$ cat src/rtl/cu_pkg.sv
// Shared encodings for the multicycle ARM-subset control unit: FSM states,
// ALU control codes, condition codes and decode field values.
package cu_pkg;

  localparam int unsigned ALU_CODE_W = 4;
  localparam int unsigned CNT_W      = 4;
  localparam int unsigned COND_W     = 4;

  typedef enum logic [3:0] {
    S_FETCH, S_DECODE, S_EXECR, S_EXECI, S_ALUWB,
    S_MEMADR, S_MEMRD, S_MEMWB, S_MEMWR, S_BRANCH
  } state_t;

  localparam logic [ALU_CODE_W-1:0] ALU_ADD = 4'b0000;
  localparam logic [ALU_CODE_W-1:0] ALU_SUB = 4'b0001;
  localparam logic [ALU_CODE_W-1:0] ALU_AND = 4'b0010;
  localparam logic [ALU_CODE_W-1:0] ALU_ORR = 4'b0011;
  localparam logic [ALU_CODE_W-1:0] ALU_LSL = 4'b1000;
  localparam logic [ALU_CODE_W-1:0] ALU_LSR = 4'b1010;
  localparam logic [ALU_CODE_W-1:0] ALU_ASR = 4'b1011;

  localparam logic [COND_W-1:0] COND_EQ = 4'b0000;
  localparam logic [COND_W-1:0] COND_NE = 4'b0001;
  localparam logic [COND_W-1:0] COND_CS = 4'b0010;
  localparam logic [COND_W-1:0] COND_CC = 4'b0011;
  localparam logic [COND_W-1:0] COND_MI = 4'b0100;
  localparam logic [COND_W-1:0] COND_PL = 4'b0101;
  localparam logic [COND_W-1:0] COND_VS = 4'b0110;
  localparam logic [COND_W-1:0] COND_VC = 4'b0111;
  localparam logic [COND_W-1:0] COND_HI = 4'b1000;
  localparam logic [COND_W-1:0] COND_LS = 4'b1001;
  localparam logic [COND_W-1:0] COND_GE = 4'b1010;
  localparam logic [COND_W-1:0] COND_LT = 4'b1011;
  localparam logic [COND_W-1:0] COND_GT = 4'b1100;
  localparam logic [COND_W-1:0] COND_LE = 4'b1101;
  localparam logic [COND_W-1:0] COND_AL = 4'b1110;
  localparam logic [COND_W-1:0] COND_NV = 4'b1111;

  localparam logic [1:0] OP_DP  = 2'b00;
  localparam logic [1:0] OP_MEM = 2'b01;
  localparam logic [1:0] OP_BR  = 2'b10;
  localparam logic [1:0] OP_NOP = 2'b11;

  localparam logic [3:0] CMD_AND   = 4'b0000;
  localparam logic [3:0] CMD_SUB   = 4'b0010;
  localparam logic [3:0] CMD_ADD   = 4'b0100;
  localparam logic [3:0] CMD_CMP   = 4'b1010;
  localparam logic [3:0] CMD_ORR   = 4'b1100;
  localparam logic [3:0] CMD_SHIFT = 4'b1101;

  // ShiftSel[2:1] to shifter code; 11 aliases ASR
  function automatic logic [ALU_CODE_W-1:0] shift_alu(input logic [1:0] sel);
    case (sel)
      2'b00:   return ALU_LSL;
      2'b01:   return ALU_LSR;
      default: return ALU_ASR;
    endcase
  endfunction

endpackage

$ cat src/rtl/multicycle_control_unit_if.sv
// Control-unit bus: instruction/flag inputs and datapath control outputs.
// The slave modport is the control unit, the master modport the datapath side.
interface multicycle_control_unit_if #(parameter int unsigned ALUW = 4) ();
  logic [31:0]     instr;
  logic [3:0]      alu_flags;
  logic            pc_write;
  logic            adr_src;
  logic            mem_w;
  logic            ir_write;
  logic            reg_w;
  logic [1:0]      result_src;
  logic            alu_src_a;
  logic [1:0]      alu_src_b;
  logic [1:0]      imm_src;
  logic [2:0]      reg_src;
  logic [ALUW-1:0] alu_control;
  logic [3:0]      flags;
  logic            busy;

  modport master (
    output instr, alu_flags,
    input  pc_write, adr_src, mem_w, ir_write, reg_w, result_src, alu_src_a,
           alu_src_b, imm_src, reg_src, alu_control, flags, busy
  );

  modport slave (
    input  instr, alu_flags,
    output pc_write, adr_src, mem_w, ir_write, reg_w, result_src, alu_src_a,
           alu_src_b, imm_src, reg_src, alu_control, flags, busy
  );
endinterface

$ cat src/rtl/cond_check.sv
// Combinational ARM condition-code evaluator, shared with the pipelined core.
module cond_check
  import cu_pkg::*;
(
  input  logic [COND_W-1:0] cond,
  input  logic [3:0]        flags,
  output logic              cond_ex_c
);
  logic n, z, c, v;
  assign {n, z, c, v} = flags;

  always_comb begin
    cond_ex_c = 1'b0;
    case (cond)
      COND_EQ: cond_ex_c = z;
      COND_NE: cond_ex_c = ~z;
      COND_CS: cond_ex_c = c;
      COND_CC: cond_ex_c = ~c;
      COND_MI: cond_ex_c = n;
      COND_PL: cond_ex_c = ~n;
      COND_VS: cond_ex_c = v;
      COND_VC: cond_ex_c = ~v;
      COND_HI: cond_ex_c = c & ~z;
      COND_LS: cond_ex_c = ~c | z;
      COND_GE: cond_ex_c = (n == v);
      COND_LT: cond_ex_c = (n != v);
      COND_GT: cond_ex_c = ~z & (n == v);
      COND_LE: cond_ex_c = z | (n != v);
      COND_AL: cond_ex_c = 1'b1;
      COND_NV: cond_ex_c = 1'b0;
      default: cond_ex_c = 1'b0;
    endcase
  end
endmodule

$ cat src/rtl/multicycle_control_unit.sv
// Multicycle control unit: sequencing FSM with memory-latency wait counter,
// NZCV flag register and conditional execution latched in DECODE.
module multicycle_control_unit
  import cu_pkg::*;
#(
  parameter int unsigned ALUW    = 4,
  parameter int unsigned MEM_LAT = 1,
  parameter bit          COND_EN = 1'b1
) (
  input logic                      clk,
  input logic                      rst,
  multicycle_control_unit_if.slave bus
);

  if (ALUW < 4) begin : g_bad_aluw
    $error("ALUW must be at least 4");
  end
  if (MEM_LAT < 1 || MEM_LAT > 15) begin : g_bad_lat
    $error("MEM_LAT must be in 1..15");
  end

  localparam logic [CNT_W-1:0] LAT_LAST = CNT_W'(MEM_LAT - 1);

  state_t                  state;
  logic [CNT_W-1:0]        cnt;
  logic [3:0]              flags_q;
  logic                    cond_ex;
  logic                    cond_ok_c;

  logic [1:0]              op;
  logic                    imm;
  logic [3:0]              cmd;
  logic                    s_bit;
  logic [ALU_CODE_W-1:0]   dp_alu;
  logic                    dp_wr;
  logic                    dp_cmp;
  logic                    cnt_last;
  logic                    unused_instr;

  assign op       = bus.instr[27:26];
  assign imm      = bus.instr[25];
  assign cmd      = bus.instr[24:21];
  assign s_bit    = bus.instr[20];
  assign cnt_last = (cnt == LAT_LAST);
  assign unused_instr = ^{bus.instr[19:7], bus.instr[4:0]};

  cond_check u_cond (
    .cond      (bus.instr[31:28]),
    .flags     (flags_q),
    .cond_ex_c (cond_ok_c)
  );

  // Data-processing decode; unlisted commands run as ADD without writeback
  always_comb begin
    dp_alu = ALU_ADD;
    dp_wr  = 1'b0;
    dp_cmp = 1'b0;
    case (cmd)
      CMD_ADD:   begin dp_alu = ALU_ADD; dp_wr = 1'b1; end
      CMD_SUB:   begin dp_alu = ALU_SUB; dp_wr = 1'b1; end
      CMD_AND:   begin dp_alu = ALU_AND; dp_wr = 1'b1; end
      CMD_ORR:   begin dp_alu = ALU_ORR; dp_wr = 1'b1; end
      CMD_CMP:   begin dp_alu = ALU_SUB; dp_cmp = 1'b1; end
      CMD_SHIFT: begin dp_alu = shift_alu(bus.instr[6:5]); dp_wr = 1'b1; end
      default:   begin dp_alu = ALU_ADD; end
    endcase
  end

  always_ff @(posedge clk or posedge rst) begin
    if (rst) begin
      state   <= S_FETCH;
      cnt     <= '0;
      flags_q <= '0;
      cond_ex <= 1'b0;
    end else begin
      case (state)
        S_FETCH: begin
          if (cnt_last) begin
            cnt   <= '0;
            state <= S_DECODE;
          end else begin
            cnt <= cnt + CNT_W'(1);
          end
        end
        S_DECODE: begin
          cond_ex <= COND_EN ? cond_ok_c : 1'b1;
          case (op)
            OP_DP:   state <= imm ? S_EXECI : S_EXECR;
            OP_MEM:  state <= S_MEMADR;
            OP_BR:   state <= S_BRANCH;
            OP_NOP:  state <= S_FETCH;
            default: state <= S_FETCH;
          endcase
        end
        S_EXECR, S_EXECI: begin
          if ((s_bit | dp_cmp) && cond_ex) flags_q <= bus.alu_flags;
          state <= S_ALUWB;
        end
        S_MEMADR: state <= s_bit ? S_MEMRD : S_MEMWR;
        S_MEMRD, S_MEMWR: begin
          if (cnt_last) begin
            cnt   <= '0;
            state <= (state == S_MEMRD) ? S_MEMWB : S_FETCH;
          end else begin
            cnt <= cnt + CNT_W'(1);
          end
        end
        default: state <= S_FETCH;
      endcase
    end
  end

  logic                  pc_write_c, ir_write_c, reg_w_c, mem_w_c;
  logic                  adr_src_c, alu_src_a_c;
  logic [1:0]            result_src_c, alu_src_b_c;
  logic [ALU_CODE_W-1:0] alu_c;

  // Moore decode of the current state; every signal starts inactive
  always_comb begin
    pc_write_c   = 1'b0;
    ir_write_c   = 1'b0;
    reg_w_c      = 1'b0;
    mem_w_c      = 1'b0;
    adr_src_c    = 1'b0;
    alu_src_a_c  = 1'b0;
    result_src_c = 2'b00;
    alu_src_b_c  = 2'b00;
    alu_c        = ALU_ADD;
    case (state)
      S_FETCH: begin
        alu_src_a_c  = 1'b1;
        alu_src_b_c  = 2'b10;
        result_src_c = 2'b10;
        ir_write_c   = cnt_last;
        pc_write_c   = cnt_last;
      end
      S_EXECR:  alu_c = dp_alu;
      S_EXECI: begin
        alu_c       = dp_alu;
        alu_src_b_c = 2'b01;
      end
      S_ALUWB:  reg_w_c = cond_ex & dp_wr;
      S_MEMADR: alu_src_b_c = 2'b01;
      S_MEMRD:  adr_src_c = 1'b1;
      S_MEMWB: begin
        reg_w_c      = cond_ex;
        result_src_c = 2'b01;
      end
      S_MEMWR: begin
        adr_src_c = 1'b1;
        mem_w_c   = cond_ex;
      end
      S_BRANCH: begin
        alu_src_b_c  = 2'b01;
        result_src_c = 2'b10;
        pc_write_c   = cond_ex;
      end
      default: ;
    endcase
  end

  // Enables are forced low straight from reset so an aborted access never writes
  assign bus.pc_write    = pc_write_c & ~rst;
  assign bus.ir_write    = ir_write_c & ~rst;
  assign bus.reg_w       = reg_w_c & ~rst;
  assign bus.mem_w       = mem_w_c & ~rst;
  assign bus.adr_src     = adr_src_c;
  assign bus.alu_src_a   = alu_src_a_c;
  assign bus.alu_src_b   = alu_src_b_c;
  assign bus.result_src  = result_src_c;
  assign bus.alu_control = ALUW'(alu_c);
  assign bus.imm_src     = op;
  assign bus.reg_src     = {(op == OP_DP) && (cmd == CMD_SHIFT),
                            (op == OP_MEM) && !s_bit,
                            (op == OP_BR)};
  assign bus.flags       = flags_q;
  assign bus.busy        = (state != S_FETCH);

endmodule

$ cat src/flat_wrapper.sv
// flat-port wrapper written by rule: the top's interface ports become plain ports
module multicycle_control_unit_flat import cu_pkg::*;
#(
  parameter int unsigned ALUW    = 4,
  parameter int unsigned MEM_LAT = 1,
  parameter bit          COND_EN = 1'b1
)
  (clk, rst, bus_instr, bus_alu_flags, bus_pc_write, bus_adr_src, bus_mem_w, bus_ir_write, bus_reg_w, bus_result_src, bus_alu_src_a, bus_alu_src_b, bus_imm_src, bus_reg_src, bus_alu_control, bus_flags, bus_busy);
  multicycle_control_unit_if #(.ALUW(ALUW)) bus_i ();
  input logic clk;
  input logic rst;
  input wire logic [$bits(bus_i.instr)-1:0] bus_instr;
  input wire logic [$bits(bus_i.alu_flags)-1:0] bus_alu_flags;
  output wire logic [$bits(bus_i.pc_write)-1:0] bus_pc_write;
  output wire logic [$bits(bus_i.adr_src)-1:0] bus_adr_src;
  output wire logic [$bits(bus_i.mem_w)-1:0] bus_mem_w;
  output wire logic [$bits(bus_i.ir_write)-1:0] bus_ir_write;
  output wire logic [$bits(bus_i.reg_w)-1:0] bus_reg_w;
  output wire logic [$bits(bus_i.result_src)-1:0] bus_result_src;
  output wire logic [$bits(bus_i.alu_src_a)-1:0] bus_alu_src_a;
  output wire logic [$bits(bus_i.alu_src_b)-1:0] bus_alu_src_b;
  output wire logic [$bits(bus_i.imm_src)-1:0] bus_imm_src;
  output wire logic [$bits(bus_i.reg_src)-1:0] bus_reg_src;
  output wire logic [$bits(bus_i.alu_control)-1:0] bus_alu_control;
  output wire logic [$bits(bus_i.flags)-1:0] bus_flags;
  output wire logic [$bits(bus_i.busy)-1:0] bus_busy;
  assign bus_i.instr = bus_instr;
  assign bus_i.alu_flags = bus_alu_flags;
  assign bus_pc_write = bus_i.pc_write;
  assign bus_adr_src = bus_i.adr_src;
  assign bus_mem_w = bus_i.mem_w;
  assign bus_ir_write = bus_i.ir_write;
  assign bus_reg_w = bus_i.reg_w;
  assign bus_result_src = bus_i.result_src;
  assign bus_alu_src_a = bus_i.alu_src_a;
  assign bus_alu_src_b = bus_i.alu_src_b;
  assign bus_imm_src = bus_i.imm_src;
  assign bus_reg_src = bus_i.reg_src;
  assign bus_alu_control = bus_i.alu_control;
  assign bus_flags = bus_i.flags;
  assign bus_busy = bus_i.busy;
  multicycle_control_unit #(.ALUW(ALUW), .MEM_LAT(MEM_LAT), .COND_EN(COND_EN)) u_core (.clk(clk), .rst(rst), .bus(bus_i));
endmodule
$ cat config.mk
export PLATFORM = sky130hd
export DESIGN_NAME = multicycle_control_unit_flat
export DESIGN_NICKNAME = d
export VERILOG_FILES = /design/src/rtl/cu_pkg.sv /design/src/rtl/multicycle_control_unit_if.sv /design/src/rtl/cond_check.sv /design/src/rtl/multicycle_control_unit.sv /design/src/flat_wrapper.sv
export SDC_FILE = /design/constraint.sdc
export NUM_CORES = 1
export LEC_CHECK = 0
export ABC_AREA = 1
export CORE_UTILIZATION = 42
export CTS_CLUSTER_DIAMETER = 50
export DETAILED_ROUTE_END_ITERATION = 8
export PLACE_DENSITY = 0.86
export SYNTH_ARGS = -nofsm -noshare
export SYNTH_HDL_FRONTEND = slang
export SYNTH_SLANG_ARGS = --single-unit
$ cat constraint.sdc
create_clock -name clk -period 4.72 [get_ports clk]
set_clock_uncertainty 0.15 [all_clocks]
set_input_delay 1.416 -clock clk [delete_from_list [all_inputs] [get_ports clk]]
set_output_delay 1.416 -clock clk [all_outputs]
set_load 0.05 [all_outputs]
==> qor.yml <==
place:
  dpl.hpwl_mm: 2.02
  io_buffers: 42
  dp_slack_ns: 0.304
  dpl_cell_area_sq_um: 1650
  gp_congestion: 0.794
power:
  power_frac_comb_pct: 71.3
  clkPwrFrac_pct: 8.3
  peakVddDrop_v: 0.000410
  switching_power_uw: 508
  power_density_nw_per_um2: 539
  power.internal_uw: 394
  p_sw_share_pct: 56.3
  seqPwrFrac_pct: 20.4
  leakage_uw: 0.000834
route:
  wl_mm: 2.47
  drc: 0
  avgRoutedWirePerCell_um: 10.1
  dr.pass1.iters: 4
  vias: 1172
  drt-initial-drc-count: 33
  via_per_inst: 4.80
  ant_nets: 0
cts:
  numClockSinks: 13
  root_buffer: "clkbuf_4"
  clk_pin_slew_worst_paths_ns: 0.09
  cts.htree.levels: 1
  cts_tree: "yes"
  cts_setup_buffers: 0
  clockBufferDepth: 2
  post_cts_resized: 0
  cts_buffers: 3
  cts_hold_buf: 0
  insertion_delay_ns: 0.29
status:
  status: "finished clean"
floorplanning:
  die_w_um: 53.9
  die_y_um: 53.9
  core_area_sq_um: 2500
  row_count: 18
  die-area_sq_um: 2900
  start_util_pct: 45.2
  ios: 62
global_route:
  grt_max_degree: 14
  grt_remaining_overflow: 0
  top_usage_layer: "met2"
  antenna_found_initial: 0
  grt_usage_pct: 20.4
  grt_pass1_wl_mm: 4.33
  grt_use_met2_pct: 32.7
  first_global_vias: 1068
  grtUsageMet3_pct: 4.24
  use_met1_pct: 26.9
min_path:
  hold_start: "u_core.cnt[3]"
  holdPathStages: 2
  hold_end: "u_core.cnt[3]"
  hp-class: "reg2reg"
setup_path:
  r2r-end: "u_core.bus.flags[1]"
  crit_slowest_cell: "clkdlybuf4s50_1"
  r2r_start: "u_core.state[3]"
  reg2regPathDepth: 4
  crit_path_end_kind: "primary output"
  crit_buf_inv: 2
  startpoint_type: "input pin"
  crit_family: "buffers and inverters"
  worstPathArrival_ns: 2.87
  regToRegSetupSlack_ns: 3.11
  path_cells: "clkdlybuf4s50_1 > nand2_1 > nor3_1 > o21ai_0 > a21oi_1 > buf_12"
  cpPeakStageDelay_ns: 0.52
  path_class: "in2out"
  required_ns: 3.15
  path_max_fanout: 4
timing:
  holdWs_ns: 0.403
  fmax_mhz: 226
  report.final.slew_viol_count: 0
  period_needed_ns: 4.43
  setup_tns_ns: 0
  slew_headroom_pct: 66.7
  finalSetupViolCount: 0
  hold_viol_final: 0
  setup_ws_ns: 0.287
  finalCritPeriodShare_pct: 93.9
  rsz0062_at_grt: "no"
  worst_pin_slew_ns: 0.498
layout:
  fin_nets: 259
  area_growth_pct: 48.2
  num-fill-cells: 202
  n_antenna_cell: 0
  layout-drive-gt1-share_pct: 13.1
  stdcell_area_sq_um: 1670
yosys:
  syn_avg_cell_area_sq_um: 6.65
  yosysSeqAreaShare_pct: 28.8
  ys_seq_elements: 13
  synth.net_count: 214
  yosysUniqueCellTypes: 23
  yosys_warnings: 0
  synth_area_sq_um: 1130
  synthCells: 170
flow_run:
  maxCapViolations: 0
==> worst max-delay path by stage <==
| stage | slack (ns) | end | startpoint | cells past startpoint |
|---|---|---|---|---|
| after detailed placement | 0.30 | bus_alu_control[1] | bus_instr[24] | 6 |
| after global routing | 0.13 | bus_alu_control[1] | bus_instr[24] | 6 |
| after floorplan | 0.48 | bus_pc_write | rst | 3 |
| after CTS | 0.29 | bus_alu_control[1] | bus_instr[23] | 6 |
| after global placement | 0.32 | bus_alu_control[1] | bus_instr[23] | 6 |
| final | 0.29 | bus_alu_control[1] | bus_instr[23] | 6 |
==> Yosys cell counts <==
| cell | instances | share of area, % |
|---|---|---|
| nand3_2 | 2 | 1.8 |
| nor2_4 | 2 | 2.0 |
| inv_1 | 30 | 10 |
| ha_1 | 6 | 6.6 |
| a31oi_1 | 2 | 1.1 |
| dfrtp_1 | 13 | 29 |
| xor2_1 | 1 | 0.78 |
| nor2_1 | 19 | 6.3 |
| conb_1 | 1 | 0.33 |
| inv_4 | 2 | 1.1 |
| nor3_1 | 1 | 0.44 |
| o211ai_1 | 2 | 1.3 |
| a21oi_1 | 7 | 3.1 |
| o22ai_1 | 1 | 0.55 |
| nand2_1 | 45 | 15 |
| o21ai_0 | 9 | 4.0 |
| a21oi_2 | 2 | 1.6 |
| nand2_4 | 3 | 3.0 |
| nor2_2 | 2 | 1.1 |
| buf_4 | 3 | 2.0 |
| nand3_1 | 13 | 5.8 |
| nor2_8 | 1 | 1.8 |
| nand4_1 | 3 | 1.7 |
==> per-stage QoR <==
stage               power [uW]  std cells  utilization [%]
global route               972        244             67.0
floorplan                  636        170                -
detailed placement         831        240             65.9
CTS                        903        244             67.0
finish                     902        244             67.0
global placement           825        240             65.9
==> routing by layer <==
metal,wire [um],up-vias
met1,1130,517
met2,1190,35
met4,27,0
li1,-,615
met3,123,5
met5,0,-
==> worst min-delay path: cells and delay by family, from the launching register on <==
kind            cells  cell delay (ns)
compound gates      1             0.06
simple gates        1             0.07
flops               1             0.40
==> cells in the final DEF (no fill, tap or decap), drive strengths merged <==
cell	synthesis	routed
nand2	48	48
clkdlybuf4s50	0	32
inv	32	32
nor2	24	24
nand3	15	15
dfrtp	13	13
buf	3	11
o21ai	9	9
a21oi	9	9
ha	6	6
clkbuf	0	4
nand4	3	3
o211ai	2	2
a31oi	2	2
xor2	1	1
nor3	1	1
o22ai	1	1
conb	1	1
==> flip-flops by register name, summed over array words and instances, names as in the netlist <==
register / cells
u_core.bus.flags: 4
u_core.state: 4
u_core.cnt: 4
u_core.cond_ex: 1
==> power groups by stage <==
stage	logic (uW)	clock network [uW]	registers, uW
2_1_floorplan	400	0	236
3_3_place_gp	640	0	185
3_5_place_dp	645	0	186
4_1_cts	645	74.4	184
5_1_grt	701	79.9	191
6_report	643	74.6	184
==> kinds of logic (layout without fill, tap and decap cells) <==
logic type | count (synthesis) | after routing | share of synthesized area (%)
AO/OA/AOI/OAI | 23 | 23 | 11.6
XOR/XNOR | 1 | 1 | 0.775
flip-flops | 13 | 13 | 28.8
other | 1 | 1 | 0.332
buffers and inverters | 35 | 79 | 13.1
adder cells (fa/ha/maj) | 6 | 6 | 6.64
AND/OR/NAND/NOR | 91 | 91 | 38.8
==> layout make-up <==
class,count,area (sq um),area share [%]
multi-input combinational,122,657,39.2
timing repair buffer,43,503,30.0
sequential,13,325,19.4
inverter,32,125,7.47
tap,30,37.5,2.24
clock buffer,4,26.3,1.57
Note: power is estimated with default switching activity, not from simulation.
